**src/rtl/serial_sub_pkg.sv**
```systemverilog
// serial_sub_pkg: shared definitions for the bit-serial subtractor.
//   state_t  - FSM state encoding (S_IDLE, S_RUN, S_DONE), 2 bits.
//   cnt_w()  - bit-counter width for a given operand width.
package serial_sub_pkg;

  typedef enum logic [1:0] {
    S_IDLE = 2'd0,
    S_RUN  = 2'd1,
    S_DONE = 2'd2
  } state_t;

  // Counter only has to reach WIDTH-1, so ceil(log2(WIDTH)) bits suffice.
  function automatic int cnt_w(input int width);
    return (width < 2) ? 1 : $clog2(width);
  endfunction

endpackage

```
**src/rtl/serial_sub_fullsub.sv**
```systemverilog
// fullsub: 1-bit full subtractor built from gate primitives.
//   diff  out  a ^ b ^ b_in
//   b_out out  (~a & b) | (~(a ^ b) & b_in)
//   a     in   minuend bit
//   b     in   subtrahend bit
//   b_in  in   borrow in
module fullsub (
  output logic diff,
  output logic b_out,
  input  logic a,
  input  logic b,
  input  logic b_in
);

  logic a_x_b;
  logic a_n;
  logic axb_n;
  logic gen;
  logic prop;

  xor u_x1 (a_x_b, a, b);
  xor u_x2 (diff, a_x_b, b_in);
  not u_n1 (a_n, a);
  and u_a1 (gen, a_n, b);
  not u_n2 (axb_n, a_x_b);
  and u_a2 (prop, axb_n, b_in);
  or  u_o1 (b_out, gen, prop);

endmodule

```
**src/rtl/serial_sub.sv**
```systemverilog
// serial_sub: bit-serial subtractor, diff = a - b - b_in, LSB first.
//   clk    in   clock, rising edge
//   rst_n  in   asynchronous active-low reset
//   start  in   request strobe, honoured only in IDLE
//   a, b   in   WIDTH-bit operands, captured on the accepting edge
//   b_in   in   borrow in, captured on the accepting edge
//   busy   out  high while the WIDTH bits are being processed
//   done   out  one-cycle pulse when diff/b_out hold the new result
//   diff   out  (a - b - b_in) mod 2^WIDTH
//   b_out  out  1 when a < b + b_in (unsigned)
module serial_sub
  import serial_sub_pkg::*;
#(
  parameter int WIDTH = 4
) (
  input  logic             clk,
  input  logic             rst_n,
  input  logic             start,
  input  logic [WIDTH-1:0] a,
  input  logic [WIDTH-1:0] b,
  input  logic             b_in,
  output logic             busy,
  output logic             done,
  output logic [WIDTH-1:0] diff,
  output logic             b_out
);

  localparam int CW = cnt_w(WIDTH);
  localparam logic [CW-1:0] LAST_BIT = CW'(WIDTH - 1);

  state_t          state;
  logic [CW-1:0]   cnt;
  logic [WIDTH-1:0] a_sr;
  logic [WIDTH-1:0] b_sr;
  logic            br;
  logic            cell_d;
  logic            cell_br;

  // The single arithmetic cell always works on the current LSBs.
  fullsub u_cell (
    .diff  (cell_d),
    .b_out (cell_br),
    .a     (a_sr[0]),
    .b     (b_sr[0]),
    .b_in  (br)
  );

  // NOTE: state is written with non-blocking assignments so every register
  // samples pre-edge values; blocking here would make order matter.
  // NOTE: every register, outputs included, has a reset value so an abort
  // mid-RUN leaves no stale partial result visible.
  always_ff @(posedge clk or negedge rst_n) begin
    if (!rst_n) begin
      state <= S_IDLE;
      cnt   <= '0;
      a_sr  <= '0;
      b_sr  <= '0;
      br    <= 1'b0;
      diff  <= '0;
      b_out <= 1'b0;
      busy  <= 1'b0;
      done  <= 1'b0;
    end else begin
      // NOTE: the default arm covers the unused encoding, so no state or
      // output is left unassigned on any path.
      case (state)
        S_IDLE: begin
          done <= 1'b0;
          if (start) begin
            a_sr  <= a;
            b_sr  <= b;
            br    <= b_in;
            cnt   <= '0;
            busy  <= 1'b1;
            state <= S_RUN;
          end
        end
        S_RUN: begin
          diff <= {cell_d, diff[WIDTH-1:1]};
          a_sr <= {1'b0, a_sr[WIDTH-1:1]};
          b_sr <= {1'b0, b_sr[WIDTH-1:1]};
          br   <= cell_br;
          cnt  <= cnt + CW'(1);
          if (cnt == LAST_BIT) begin
            b_out <= cell_br;
            busy  <= 1'b0;
            done  <= 1'b1;
            state <= S_DONE;
          end
        end
        S_DONE: begin
          done  <= 1'b0;
          state <= S_IDLE;
        end
        default: begin
          busy  <= 1'b0;
          done  <= 1'b0;
          state <= S_IDLE;
        end
      endcase
    end
  end

endmodule
```
**config.mk**
```make
export PLATFORM = sky130hd
export DESIGN_NAME = serial_sub
export DESIGN_NICKNAME = d
export VERILOG_FILES = /design/src/rtl/serial_sub_pkg.sv /design/src/rtl/serial_sub_fullsub.sv /design/src/rtl/serial_sub.sv
export SDC_FILE = /design/constraint.sdc
export NUM_CORES = 1
export LEC_CHECK = 0
export CAP_MARGIN = 20
export CORE_UTILIZATION = 43
export DETAILED_ROUTE_END_ITERATION = 6
export PLACE_DENSITY_LB_ADDON = 0.1
export SLEW_MARGIN = 25
export SYNTH_ARGS = -nofsm -noshare
export SYNTH_HDL_FRONTEND = slang
export SYNTH_SLANG_ARGS = --single-unit
```
**constraint.sdc**
```tcl
create_clock -name clk -period 1.26 [get_ports clk]
set_clock_uncertainty 0.15 [all_clocks]
set_input_delay 0.252 -clock clk [delete_from_list [all_inputs] [get_ports clk]]
set_output_delay 0.252 -clock clk [all_outputs]
set_load 0.03 [all_outputs]
```
-- Yosys cells after proc, flatten, opt, wreduce, memory -nomap -nowiden
Cells that the tools add are included.
- bits of input ports: 12
- bits in registers: 20
- output and inout port bits: 7
- bitwise logic cells: 8
- eq/ne operators: 5
- add/subtract/negate cells: 1
- mux-type cells: 16
- reduce and logical (&&, ||, !) cells: 6
- operator list (operator ; number):
    $pmux W4 S2 ; 2
    $mux W4 ; 2
    $pmux W2 S2 ; 2
    $mux W2 ; 3
    $reduce_and A2 Y1 ; 3
    $mux W1 ; 5
    $eq A2 B2 Y1 const B ; 2
    $ne A2 B2 Y1 const B ; 2
    $not A1 Y1 ; 3
    $pmux W1 S3 ; 1
    $reduce_and A3 Y1 ; 1
    $add A2 B1 Y2 const B ; 1
    $and A1 B1 Y1 ; 2
    $eq A2 B1 Y1 const B ; 1
    $logic_not A2 Y1 ; 1
    $pmux W1 S2 ; 1
    $reduce_bool A2 Y1 ; 1
    $xor A1 B1 Y1 ; 2
    $or A1 B1 Y1 ; 1

-- Depth between registers and ports, before layout
Gate-level depths: netlist of run 1.
- word-level depth: 5
- gate-level depth with buffers: 4
- depth with buffers taken out: 4

-- By module
From an unflattened synthesis of run 1, not the netlist that was laid out.
- cells, all modules: 88
- area, all modules: 930.9 sq um
- modules (own cells, without submodules) (module ; instances ; cells an instance ; area each (sq um)):
    serial_sub ; 1 ; 84 ; 899.6
    fullsub ; 1 ; 4 ; 31.3

-- Worst setup path before layout of run 1
Ideal clock, no wire load.
- path type: register -> register
- start point: reg a_sr[0]
- end point: reg diff[3]
- arrival time: 1.077 ns
- required time: 0.982 ns
- path slack: -0.094 ns
- setup time: 0.128 ns
- stages on the path, launching flop included: 3
- cell sequence: dfrtp_1 fa_1 mux2_1
- word-level cells in the longest chain between the ends: 2
- ends and longest elaborated chain (what ; line ; source):
    from (decl) ; serial_sub.sv:33 ; logic [WIDTH-1:0] a_sr;
    from (signal assigned) ; serial_sub.sv:80 ; a_sr <= {1'b0, a_sr[WIDTH-1:1]};
    $xor A1 B1 Y1 ; serial_sub_fullsub.sv:21 ; xor u_x1 (a_x_b, a, b);
    $xor A1 B1 Y1 ; serial_sub_fullsub.sv:22 ; xor u_x2 (diff, a_x_b, b_in);
    via cell_d ; serial_sub.sv:36 ; logic cell_d;
    to (signal assigned) ; serial_sub.sv:79 ; diff <= {cell_d, diff[WIDTH-1:1]};
    to (decl) ; serial_sub.sv:24 ; output logic [WIDTH-1:0] diff,
The timed path passes the listed nets, and every way through them passes these cells.
A chain may end at the register's enable or synchronous reset.

-- Final worst setup path of run 1
- start point: reg b_sr[0]
- end point: reg diff[3]
- word-level cells in the longest chain between the ends: 2
- ends and longest elaborated chain (what ; line ; source):
    from (decl) ; serial_sub.sv:34 ; logic [WIDTH-1:0] b_sr;
    from (signal assigned) ; serial_sub.sv:81 ; b_sr <= {1'b0, b_sr[WIDTH-1:1]};
    $xor A1 B1 Y1 ; serial_sub_fullsub.sv:21 ;
    $xor A1 B1 Y1 ; serial_sub_fullsub.sv:22 ;
    via cell_d ; serial_sub.sv:36 ;
The timed path passes the listed nets, and every way through them passes these cells.

==> run_results.csv, run 1 <==
group,metric,value,unit
placement,place_congestion,0.785,
synth,yosys_register_bits,20,
detailed_routing,mean_routed_wirelength_per_cell,14.5,microns
global_route,largest_net_degree_at_the_start_of_global_routing,21,
clocking,clock_sinks,20,
clocking,cts_made_buffers,3,
synth,main_synth_ff_type,"sky130_fd_sc_hd__dfrtp_1",
pwr,static-leakage-power,0.606,nW
worst_setup_path,path_delay_family,"adder cells",
worst_setup_path,cp-startpoint,"b_sr[0]$_DFFE_PN0P_",
sta,setup_slack,-0.137,ns
detailed_routing,initialDrtViolationCount,16,
detailed_routing,uppermost_signal_routing_layer_after_detailed_routing,"met4",
outcome,failed_checks,"setup timing",
global_route,grt_overflow,0,
sta,rsz_0062_raised_after_global_routing,"yes",
floorplanning,fp-row-count,15,
final_layout,synthToLayoutAreaGrowth,49.2,%
worst_setup_path,timing_worst_setup_path_type,"flop to flop",
floorplanning,fp.dieArea,2210,sq um
sta,period_needed,1.40,ns
global_route,number_of_global_route_vias_before_repair,633,
final_layout,drive_above_1_share,0.413,
sta,finalCritPeriodShare,1.11,
sta,max_slew_margin,0.759,
sta,final-max-slew-violation-count,0,
clocking,cts_clock_pin_slew_for_the_worst_setup_and_hold_paths,0.10,ns
sta,final-hold-violation-count,0,
detailed_routing,dr.pass1.iters,4,
worst_setup_path,startpoint_type,"flop",
worst_setup_path,critical_path_capture_point_type,"flop",
synth,synthesis.area_per_instance,11.9,sq um
final_layout,post-route-util,0.720,
worst_setup_path,critPathArrivalTime,1.43,ns
synth,synth_enable_flop_cells,0,
worst_setup_path,cp_cell_sequence,"inv_2 -> fa_2 -> mux2_4",
outcome,status,"finished, violations left",
synth,yosysWarnings,0,
synth,cells_after_synth,73,
job,cap_violations,0,
synth,ys_types,25,
floorplanning,die_w,47.0,microns
worst_setup_path,crit_path_max_incr_delay,0.41,ns
clocking,clock_path_buffers,2,
worst_setup_path,cpMaxStageDelayCell,"sky130_fd_sc_hd__fa_2",
worst_setup_path,timing.rr.start,"b_sr[0]$_DFFE_PN0P_",
synth,netlist_top_cells_count,"sky130_fd_sc_hd__dfrtp_1, sky130_fd_sc_hd__nor2_1",
global_route,grt_first_pass_wirelength,2820,microns
clocking,cts_htree_levels,1,
synth,synthMostInstantiatedCell,"sky130_fd_sc_hd__dfrtp_1",
floorplanning,effective_utilization_at_floorplan,0.483,
placement,post-dp-hpwl,1350,microns
detailed_routing,wirelength,1940,microns
global_route,number_of_antenna_violations_at_the_first_check_in_global_routing,0,
placement,io_buffer_count,18,
detailed_routing,via_per_inst,5.22,
clocking,clk_latency,0.29,ns
final_layout,post_layout_nonfiller_instances,134,
floorplanning,core_area,1800,sq um
detailed_routing,wl_met3,94,microns
synth,yosysTopAreaCell,"sky130_fd_sc_hd__dfrtp_1",
placement,post-place-cells,126,
pwr,power.density_cell_area,2710,nW/um^2
sta,fmaxAchievable,0.716,GHz
synth,net_count_of_the_mapped_netlist,87,
pwr,worst_supply_voltage_drop_on_vdd,1.82,mV
detailed_routing,wl_met1,851,microns
worst_hold_path,timing.hold.worst.class,"input pin to async pin",
clocking,cts-hold-fix-buffers,0,
sta,final_setup_violation_count,2,
clocking,clock_tree.root_cell,"sky130_fd_sc_hd__clkbuf_4",
worst_setup_path,critical_path_buf_inv_count,1,
clocking,tritoncts_clock_tree,"done",
global_route,track_usage,0.187,
floorplanning,die_h,47.0,microns
detailed_routing,routed-wl-met2,978,microns
detailed_routing,detailroute.via_count,700,
synth,syn_area,870,sq um
worst_setup_path,crit_path_max_fanout,2,
synth,synth_top_cell_area_share,0.576,
placement,dp_slack,-0.323,ns
detailed_routing,drc_errors,0,
synth,async_set_or_reset_flop_fraction_in_the_synthesized_netlist,1.00,
detailed_routing,route.antenna.remaining_nets,0,
final_layout,antenna-diode-count,0,
sta,tightest_slew,0.360,ns
synth,synth_area_leaders,"sky130_fd_sc_hd__dfrtp_1, sky130_fd_sc_hd__mux2_1, sky130_fd_sc_hd__nor2_1",
worst_setup_path,crit_required,1.29,ns
synth,yosysSeqAreaShare,0.576,
final_layout,final_net_count,125,
floorplanning,num_io_pins,19,
==> worst reg2reg max path, stage by stage (launching register included) <==
cell and delay [ns]:
sky130_fd_sc_hd__dfrtp_1 0.38, sky130_fd_sc_hd__inv_2 0.08, sky130_fd_sc_hd__fa_2 0.41, sky130_fd_sc_hd__mux2_4 0.27
==> power breakdown <==
| group | total, mW | switching [mW] | internal [mW] | leakage (nW) |
|---|---|---|---|---|
| Clock | 0.285 | 0.174 | 0.111 | 0.0138 |
| Combinational | 2.01 | 0.889 | 1.12 | 0.354 |
| Sequential | 1.21 | 0.258 | 0.956 | 0.239 |
==> stage by stage <==
stage / hold slack [ns] / TNS [ns] / power (mW) / area [sq um]
2_1_floorplan: -0.194 / -0.147 / 2.18 / 873
3_3_place_gp: 0.325 / -3.34 / 2.74 / 1150
3_5_place_dp: 0.333 / -3.74 / 2.81 / 1150
4_1_cts: 0.147 / -1.18 / 3.26 / 1220
5_1_grt: 0.141 / -0.677 / 3.76 / 1300
6_report: 0.154 / -0.246 / 3.51 / 1300
==> placed cells by master (no fill, tap or decap), types with 2 or more instances in the layout <==
cell / instances
sky130_fd_sc_hd__o221a_1: 2
sky130_fd_sc_hd__dfrtp_2: 2
sky130_fd_sc_hd__clkdlybuf4s50_1: 10
sky130_fd_sc_hd__buf_4: 14
sky130_fd_sc_hd__nor2b_1: 2
sky130_fd_sc_hd__nor2_1: 8
sky130_fd_sc_hd__o22ai_1: 2
sky130_fd_sc_hd__mux2_4: 3
sky130_fd_sc_hd__nand3b_1: 3
sky130_fd_sc_hd__clkbuf_4: 3
sky130_fd_sc_hd__a21oi_1: 4
sky130_fd_sc_hd__dfrtp_1: 18
sky130_fd_sc_hd__a22o_1: 2
sky130_fd_sc_hd__o21ai_1: 2
sky130_fd_sc_hd__buf_6: 8
sky130_fd_sc_hd__inv_2: 3
sky130_fd_sc_hd__o22ai_2: 2
sky130_fd_sc_hd__inv_1: 2
sky130_fd_sc_hd__o21ai_2: 2
sky130_fd_sc_hd__nand2_1: 3
==> kinds of logic after synthesis <==
kind of cell / Yosys count / synth area share
fa+ha+maj: 2 / 0.0374
simple gates: 18 / 0.111
flops: 20 / 0.576
buf+inv: 7 / 0.0417
compound gates: 22 / 0.183
mux: 4 / 0.0518
==> layer usage <==
metal  vias up  global-route usage
met5         -                   0
met4         0              0.0857
met3         2              0.0346
met2        19               0.300
met1       337               0.247
li1        342                   -
==> sequential cells by signal, indices dropped and copies added (netlist names) <==
name   cells
a_sr       4
b_sr       4
diff       4
cnt        2
state      2
b_out      1
br         1
busy       1
done       1
==> what timing repair did <==
item                                    in CTS  in global routing
resized for setup                            6                 19
endpoints found under the setup margin      22                 26
pin swaps                                    1                  8
setup buffers                                4                  1
endpoints found under the hold margin        0                  0
==> layout make-up <==
class,instances,area (sq um)
fill,137,504
sequential,20,503
multi-input combinational,46,388
timing repair buffer,34,328
tap,25,31.3
inverter,6,25.0
clock buffer,3,22.5
==> final timing paths <==
path                                             end  slack (ns)  depth (start not counted)
worst max register to register   diff[3]$_DFFE_PN0P_       -0.14                          3
worst min-delay path             b_sr[0]$_DFFE_PN0P_        0.15                          2
worst min register to register    cnt[0]$_DFFE_PN0P_        0.35                          1
max in group asynchronous       state[0]$_DFFE_PN0P_        0.66                          2
worst max-delay path             diff[3]$_DFFE_PN0P_       -0.14                          3
min in group clk                 a_sr[3]$_DFFE_PN0P_        0.34                          4
(Power assumes the default switching activity.)
==> inputs of run 2 (changes only) <==
--- a/config.mk
+++ b/config.mk
@@ -6,8 +6,9 @@
 export NUM_CORES = 1
 export LEC_CHECK = 0
 export CAP_MARGIN = 20
-export CORE_UTILIZATION = 43
+export CORE_UTILIZATION = 50
 export DETAILED_ROUTE_END_ITERATION = 6
+export DONT_BUFFER_PORTS = 1
 export PLACE_DENSITY_LB_ADDON = 0.1
 export SLEW_MARGIN = 25
 export SYNTH_ARGS = -nofsm -noshare
==> run 2 against run 1 <==
Against the previous run: the flow finishes with violations (DRC, hold timing, setup timing); first-iteration DRC count increased by 19%; sequential share of layout area grew 3.1 points; die area fell by 13%; largest cell class unchanged; via count grew 1.0%; register-to-register slack hardly changed.
==> run_results.csv, run 2 (synthesis gave the netlist of run 1 again) <==
group,metric,value,unit
outcome,status,"finished, violations left",
outcome,failed_checks,"DRC, hold timing, setup timing",
worst_setup_path,cp_cell_sequence,"inv_2 -> fa_2 -> mux2_4",
worst_setup_path,crit_path_max_incr_delay,0.43,ns
sta,finalCritPeriodShare,1.11,
final_layout,post-route-util,0.773,
placement,post-dp-hpwl,1190,microns
final_layout,layout_common_cells,"sky130_fd_sc_hd__dfrtp_1, sky130_fd_sc_hd__buf_4, sky130_fd_sc_hd__nor2_1",
worst_setup_path,critical_path_capture_point_type,"flop",
global_route,number_of_antenna_violations_at_the_first_check_in_global_routing,0,
sta,period_needed,1.40,ns
final_layout,synthToLayoutAreaGrowth,38.6,%
worst_setup_path,crit_path_max_fanout,2,
final_layout,drive_above_1_share,0.408,
sta,final_setup_violation_count,7,
worst_setup_path,timing_worst_setup_path_type,"flop to flop",
placement,place_congestion,0.754,
worst_setup_path,crit_required,1.31,ns
final_layout,antenna-diode-count,0,
worst_setup_path,critPathArrivalTime,1.44,ns
job,cap_violations,0,
detailed_routing,dr.pass1.iters,6,
detailed_routing,detailroute.via_count,707,
detailed_routing,initialDrtViolationCount,19,
sta,max_slew_margin,0.410,
sta,hold_slack,-0.0187,ns
final_layout,final_net_count,119,
clocking,clk_latency,0.30,ns
final_layout,layout.cell_area.non_filler,1200,sq um
sta,final-hold-violation-count,20,
worst_hold_path,timing.hold.worst.class,"input pin to async pin",
sta,final-max-slew-violation-count,0,
placement,io_buffer_count,0,
worst_setup_path,startpoint_type,"flop",
detailed_routing,mean_routed_wirelength_per_cell,17.4,microns
detailed_routing,route.antenna.remaining_nets,0,
floorplanning,effective_utilization_at_floorplan,0.558,
sta,rsz_0062_raised_after_global_routing,"yes",
pwr,total_power,3.44,mW
detailed_routing,wirelength,2080,microns
clocking,clock_sinks,20,
pwr,power.density_cell_area,2850,nW/um^2
global_route,grt_overflow,0,
placement,placement.cell_area,965,sq um
floorplanning,fp-row-count,14,
clocking,clock_path_buffers,2,
global_route,track_usage,0.219,
sta,tightest_slew,0.884,ns
floorplanning,die_w,43.7,microns
final_layout,layout_commonest_cell,"sky130_fd_sc_hd__dfrtp_1",
global_route,grt_first_pass_wirelength,2880,microns
worst_setup_path,critical_path_buf_inv_count,1,
detailed_routing,drc_errors,2,
worst_setup_path,path_delay_family,"adder cells",
floorplanning,core_area,1560,sq um
worst_setup_path,cpMaxStageDelayCell,"sky130_fd_sc_hd__fa_2",
detailed_routing,via_per_inst,5.94,
global_route,largest_net_degree_at_the_start_of_global_routing,21,
global_route,number_of_global_route_vias_before_repair,635,
final_layout,number_of_fill_cells_in_the_layout,108,
clocking,tritoncts_clock_tree,"done",
pwr,static-leakage-power,0.566,nW
clocking,clock_tree.root_cell,"sky130_fd_sc_hd__clkbuf_4",
clocking,cts_made_buffers,3,
pwr,worst_supply_voltage_drop_on_vdd,1.60,mV
floorplanning,num_io_pins,19,
placement,dp_slack,-0.122,ns
clocking,cts_htree_levels,1,
floorplanning,die_h,43.7,microns
sta,fmaxAchievable,0.717,GHz
final_layout,reg_top3,"a_sr x4, b_sr x4, diff x4",
floorplanning,fp.dieArea,1910,sq um
clocking,cts_clock_pin_slew_for_the_worst_setup_and_hold_paths,0.11,ns
sta,setup_slack,-0.136,ns
run 2: cell count changes in the layout (fill, tap and decap cells not counted), sizes merged:
cell / delta
dlymetal6s2s: -1
dlymetal6s4s: +1
dlygate4sd3: +5
buf: -1
clkdlybuf4s50: -10
run 2: stage by stage:
stage	setup TNS, ns	cells
after global routing	-0.788	119
after global placement	-0.331	99
after CTS	-0.788	111
final	-0.264	119
after detailed placement	-0.514	99
after floorplan	-0.147	73
run 2: cell type report:
type | instances | area [sq um] | share of cell area
well taps | 16 | 20.0 | 0.0166
flip-flops and latches | 20 | 504 | 0.418
clock buffers | 3 | 22.5 | 0.0187
repair buffers | 28 | 263 | 0.218
inverters | 6 | 25.0 | 0.0208
multi-input cells | 46 | 370 | 0.307
run 2: worst register-to-register path, delay by kind of cell (launching register included):
kind | cells | cell delay, ns
fa+ha+maj | 1 | 0.43
buf+inv | 1 | 0.07
flops | 1 | 0.38
mux | 1 | 0.27
run 2: power by group:
group          internal (mW)  switching (mW)
Sequential             0.959           0.308
Clock                  0.111           0.181
Combinational           1.05           0.830
run 2: worst paths after layout:
kind	from	to	slack (ns)	depth (start not counted)
worst max register to register	b_sr[0]$_DFFE_PN0P_	diff[3]$_DFFE_PN0P_	-0.14	3
min in group clk	a[0]	a_sr[0]$_DFFE_PN0P_	0.02	2
max in group asynchronous	rst_n	b_out$_DFFE_PN0P_	0.37	1
worst min-delay path	rst_n	a_sr[1]$_DFFE_PN0P_	-0.02	1
worst min register to register	cnt[0]$_DFFE_PN0P_	cnt[0]$_DFFE_PN0P_	0.35	1
worst max-delay path	b_sr[0]$_DFFE_PN0P_	diff[3]$_DFFE_PN0P_	-0.14	3
run 2: timing repair:
action / in CTS / in global routing
setup buffers: 6 / 5
resized for setup: 5 / 14
hold endpoints to repair: 22 / 3
pin swaps: 2 / 3
hold buffers: 3 / 3
endpoints found under the setup margin: 18 / 46
run 2: routing by layer:
metal,global-route usage,vias up,share of wire
met3,0.0708,4,0.053
met2,0.307,18,0.51
met1,0.279,355,0.42
li1,-,330,-
met5,0,-,0
met4,0.169,0,0.016
==> inputs of run 3 (changes only) <==
--- a/config.mk
+++ b/config.mk
@@ -6,7 +6,10 @@
 export NUM_CORES = 1
 export LEC_CHECK = 0
 export CAP_MARGIN = 20
-export CORE_UTILIZATION = 50
+export CELL_PAD_IN_SITES_DETAIL_PLACEMENT = 1
+export CELL_PAD_IN_SITES_GLOBAL_PLACEMENT = 2
+export CORE_ASPECT_RATIO = 0.7
+export CORE_UTILIZATION = 34
 export DETAILED_ROUTE_END_ITERATION = 6
 export DONT_BUFFER_PORTS = 1
 export PLACE_DENSITY_LB_ADDON = 0.1
==> run 3 against run 2 <==
Against the previous run: the run ends with setup timing left; largest cell class unchanged; sequential share of layout area decreased by 0.28 points; setup slack worse by 0.018 ns; global-route usage decreased by 3.4 points; worst hold slack improved by 0.025 ns; cell count rose by 13%; routed wire length increased by 6.7%; first-iteration DRC count is 47% higher; non-clock buffer count decreased by 2; utilization down 24 points; clock-buffer cell count stayed put.
==> run_results.csv, run 3 (synthesis gave the netlist of run 1 again) <==
group,metric,value,unit
sta,final-hold-violation-count,0,
final_layout,reg_top3,"a_sr x4, b_sr x4, diff x4",
floorplanning,effective_utilization_at_floorplan,0.382,
job,cap_violations,0,
global_route,largest_net_degree_at_the_start_of_global_routing,21,
clocking,cts_htree_levels,1,
final_layout,drive_above_1_share,0.422,
detailed_routing,via_per_inst,5.05,
sta,period_needed,1.41,ns
detailed_routing,mean_routed_wirelength_per_cell,16.5,microns
worst_setup_path,crit_path_max_fanout,2,
floorplanning,fp.dieArea,2770,sq um
global_route,number_of_antenna_violations_at_the_first_check_in_global_routing,0,
placement,dp_slack,-0.122,ns
worst_hold_path,timing.hold.worst.class,"input pin to flop",
worst_setup_path,crit_required,1.32,ns
sta,fmaxAchievable,0.708,GHz
clocking,tritoncts_clock_tree,"done",
clocking,clk_latency,0.31,ns
worst_setup_path,critPathArrivalTime,1.47,ns
pwr,static-leakage-power,0.560,nW
outcome,failed_checks,"setup timing",
sta,hold_slack,0.00639,ns
detailed_routing,wirelength,2220,microns
worst_setup_path,reg2reg_path_depth,3,
final_layout,register_cell_area_after_layout,505,sq um
detailed_routing,detailroute.via_count,677,
placement,io_buffer_count,0,
detailed_routing,drc_errors,0,
sta,setup_slack,-0.153,ns
placement,post-dp-hpwl,1440,microns
clocking,cts_made_buffers,3,
floorplanning,core_area,2280,sq um
final_layout,layout_commonest_cell,"sky130_fd_sc_hd__dfrtp_1",
final_layout,number_of_fill_cells_in_the_layout,246,
sta,finalCritPeriodShare,1.12,
detailed_routing,initialDrtViolationCount,28,
final_layout,antenna-diode-count,0,
global_route,track_usage,0.185,
final_layout,final_net_count,117,
sta,final-max-slew-violation-count,0,
clocking,clock_sinks,20,
placement,post-place-cells,116,
floorplanning,die_w,62.4,microns
global_route,number_of_global_route_vias_before_repair,726,
final_layout,layout_common_cells,"sky130_fd_sc_hd__dfrtp_1, sky130_fd_sc_hd__buf_4, sky130_fd_sc_hd__nor2_1",
worst_setup_path,timing_worst_setup_path_type,"flop to flop",
final_layout,post_layout_nonfiller_instances,134,
worst_hold_path,whs_path_depth,2,
pwr,worst_supply_voltage_drop_on_vdd,2.01,mV
worst_setup_path,critical_path_capture_point_type,"flop",
global_route,grt_first_pass_wirelength,3680,microns
clocking,clock_path_buffers,2,
final_layout,multiInputGateArea,369,sq um
sta,rsz_0062_raised_after_global_routing,"yes",
pwr,power.density_cell_area,2980,nW/um^2
placement,place_congestion,0.688,
sta,tightest_slew,0.453,ns
global_route,grt_overflow,0,
clocking,clock_tree.root_cell,"sky130_fd_sc_hd__clkbuf_4",
final_layout,synthToLayoutAreaGrowth,39.9,%
sta,final_setup_violation_count,9,
detailed_routing,dr.pass1.iters,4,
clocking,cts_clock_pin_slew_for_the_worst_setup_and_hold_paths,0.12,ns
outcome,status,"finished, violations left",
sta,max_slew_margin,0.698,
worst_setup_path,startpoint_type,"flop",
detailed_routing,route.antenna.remaining_nets,0,
floorplanning,fp-row-count,14,
floorplanning,die_h,44.3,microns
floorplanning,num_io_pins,19,
==> run 3: cell types whose count changed in the layout (fill, tap and decap cells not counted), moves of 2 or more <==
cell	delta
sky130_fd_sc_hd__o22ai_1	+2
sky130_fd_sc_hd__mux2_1	-2
sky130_fd_sc_hd__o22ai_2	-2
sky130_fd_sc_hd__mux2_4	+2
==> run 3: power by group <==
part	internal [mW]	switching, mW	total [mW]	leakage [nW]
registers	0.960	0.306	1.27	0.236
clock network	0.322	0.205	0.526	0.0279
logic	1.00	0.829	1.83	0.295
==> run 3: layout make-up <==
type                    instances  share of cell area
clock buffers                   3              0.0185
clock inverters                 1              0.0247
inverters                       6              0.0206
multi-input cells              46               0.303
flip-flops and latches         20               0.416
well taps                      32              0.0329
repair buffers                 26               0.184
==> run 3: final timing paths <==
path | startpoint | to | slack (ns)
setup reg to reg | br$_DFFE_PN0P_ | diff[3]$_DFFE_PN0P_ | -0.15
hold / removal | b[0] | b_sr[0]$_DFFE_PN0P_ | 0.006
setup / recovery | br$_DFFE_PN0P_ | diff[3]$_DFFE_PN0P_ | -0.15
min in group asynchronous | rst_n | diff[0]$_DFFE_PN0P_ | 0.25
max in group asynchronous | rst_n | state[1]$_DFFE_PN0P_ | 0.36
hold reg to reg | cnt[0]$_DFFE_PN0P_ | cnt[0]$_DFFE_PN0P_ | 0.34
==> run 3: routing by layer <==
layer	routed length, microns	GRT usage	vias to the layer above
met5	0	0	-
met2	1010	0.300	16
met4	25	0.0698	0
met3	102	0.0593	2
li1	-	-	322
met1	1080	0.235	337
==> run 3: critical path, stage by stage, from the launching register on <==
cell and delay (ns):
sky130_fd_sc_hd__dfrtp_1 0.40, sky130_fd_sc_hd__inv_2 0.07, sky130_fd_sc_hd__fa_2 0.43, sky130_fd_sc_hd__mux2_4 0.27
==> run 3: stage by stage <==
step | setup TNS (ns) | utilization | power (mW) | area [sq um]
after global routing | -0.911 | 0.534 | 3.89 | 1220
after CTS | -1.80 | 0.508 | 3.45 | 1160
after floorplan | -0.147 | - | 2.18 | 873
after detailed placement | -0.909 | 0.436 | 2.69 | 992
final | -0.306 | 0.534 | 3.62 | 1220
after global placement | -0.624 | 0.436 | 2.63 | 992
==> run 3: timing repair <==
item,CTS,global route
gates resized for setup,9,12
hold endpoints to repair,24,20
setup buffers,5,3
pin swaps,1,2
cloned,0,0
hold buffers,5,1
setup endpoints to repair,23,25
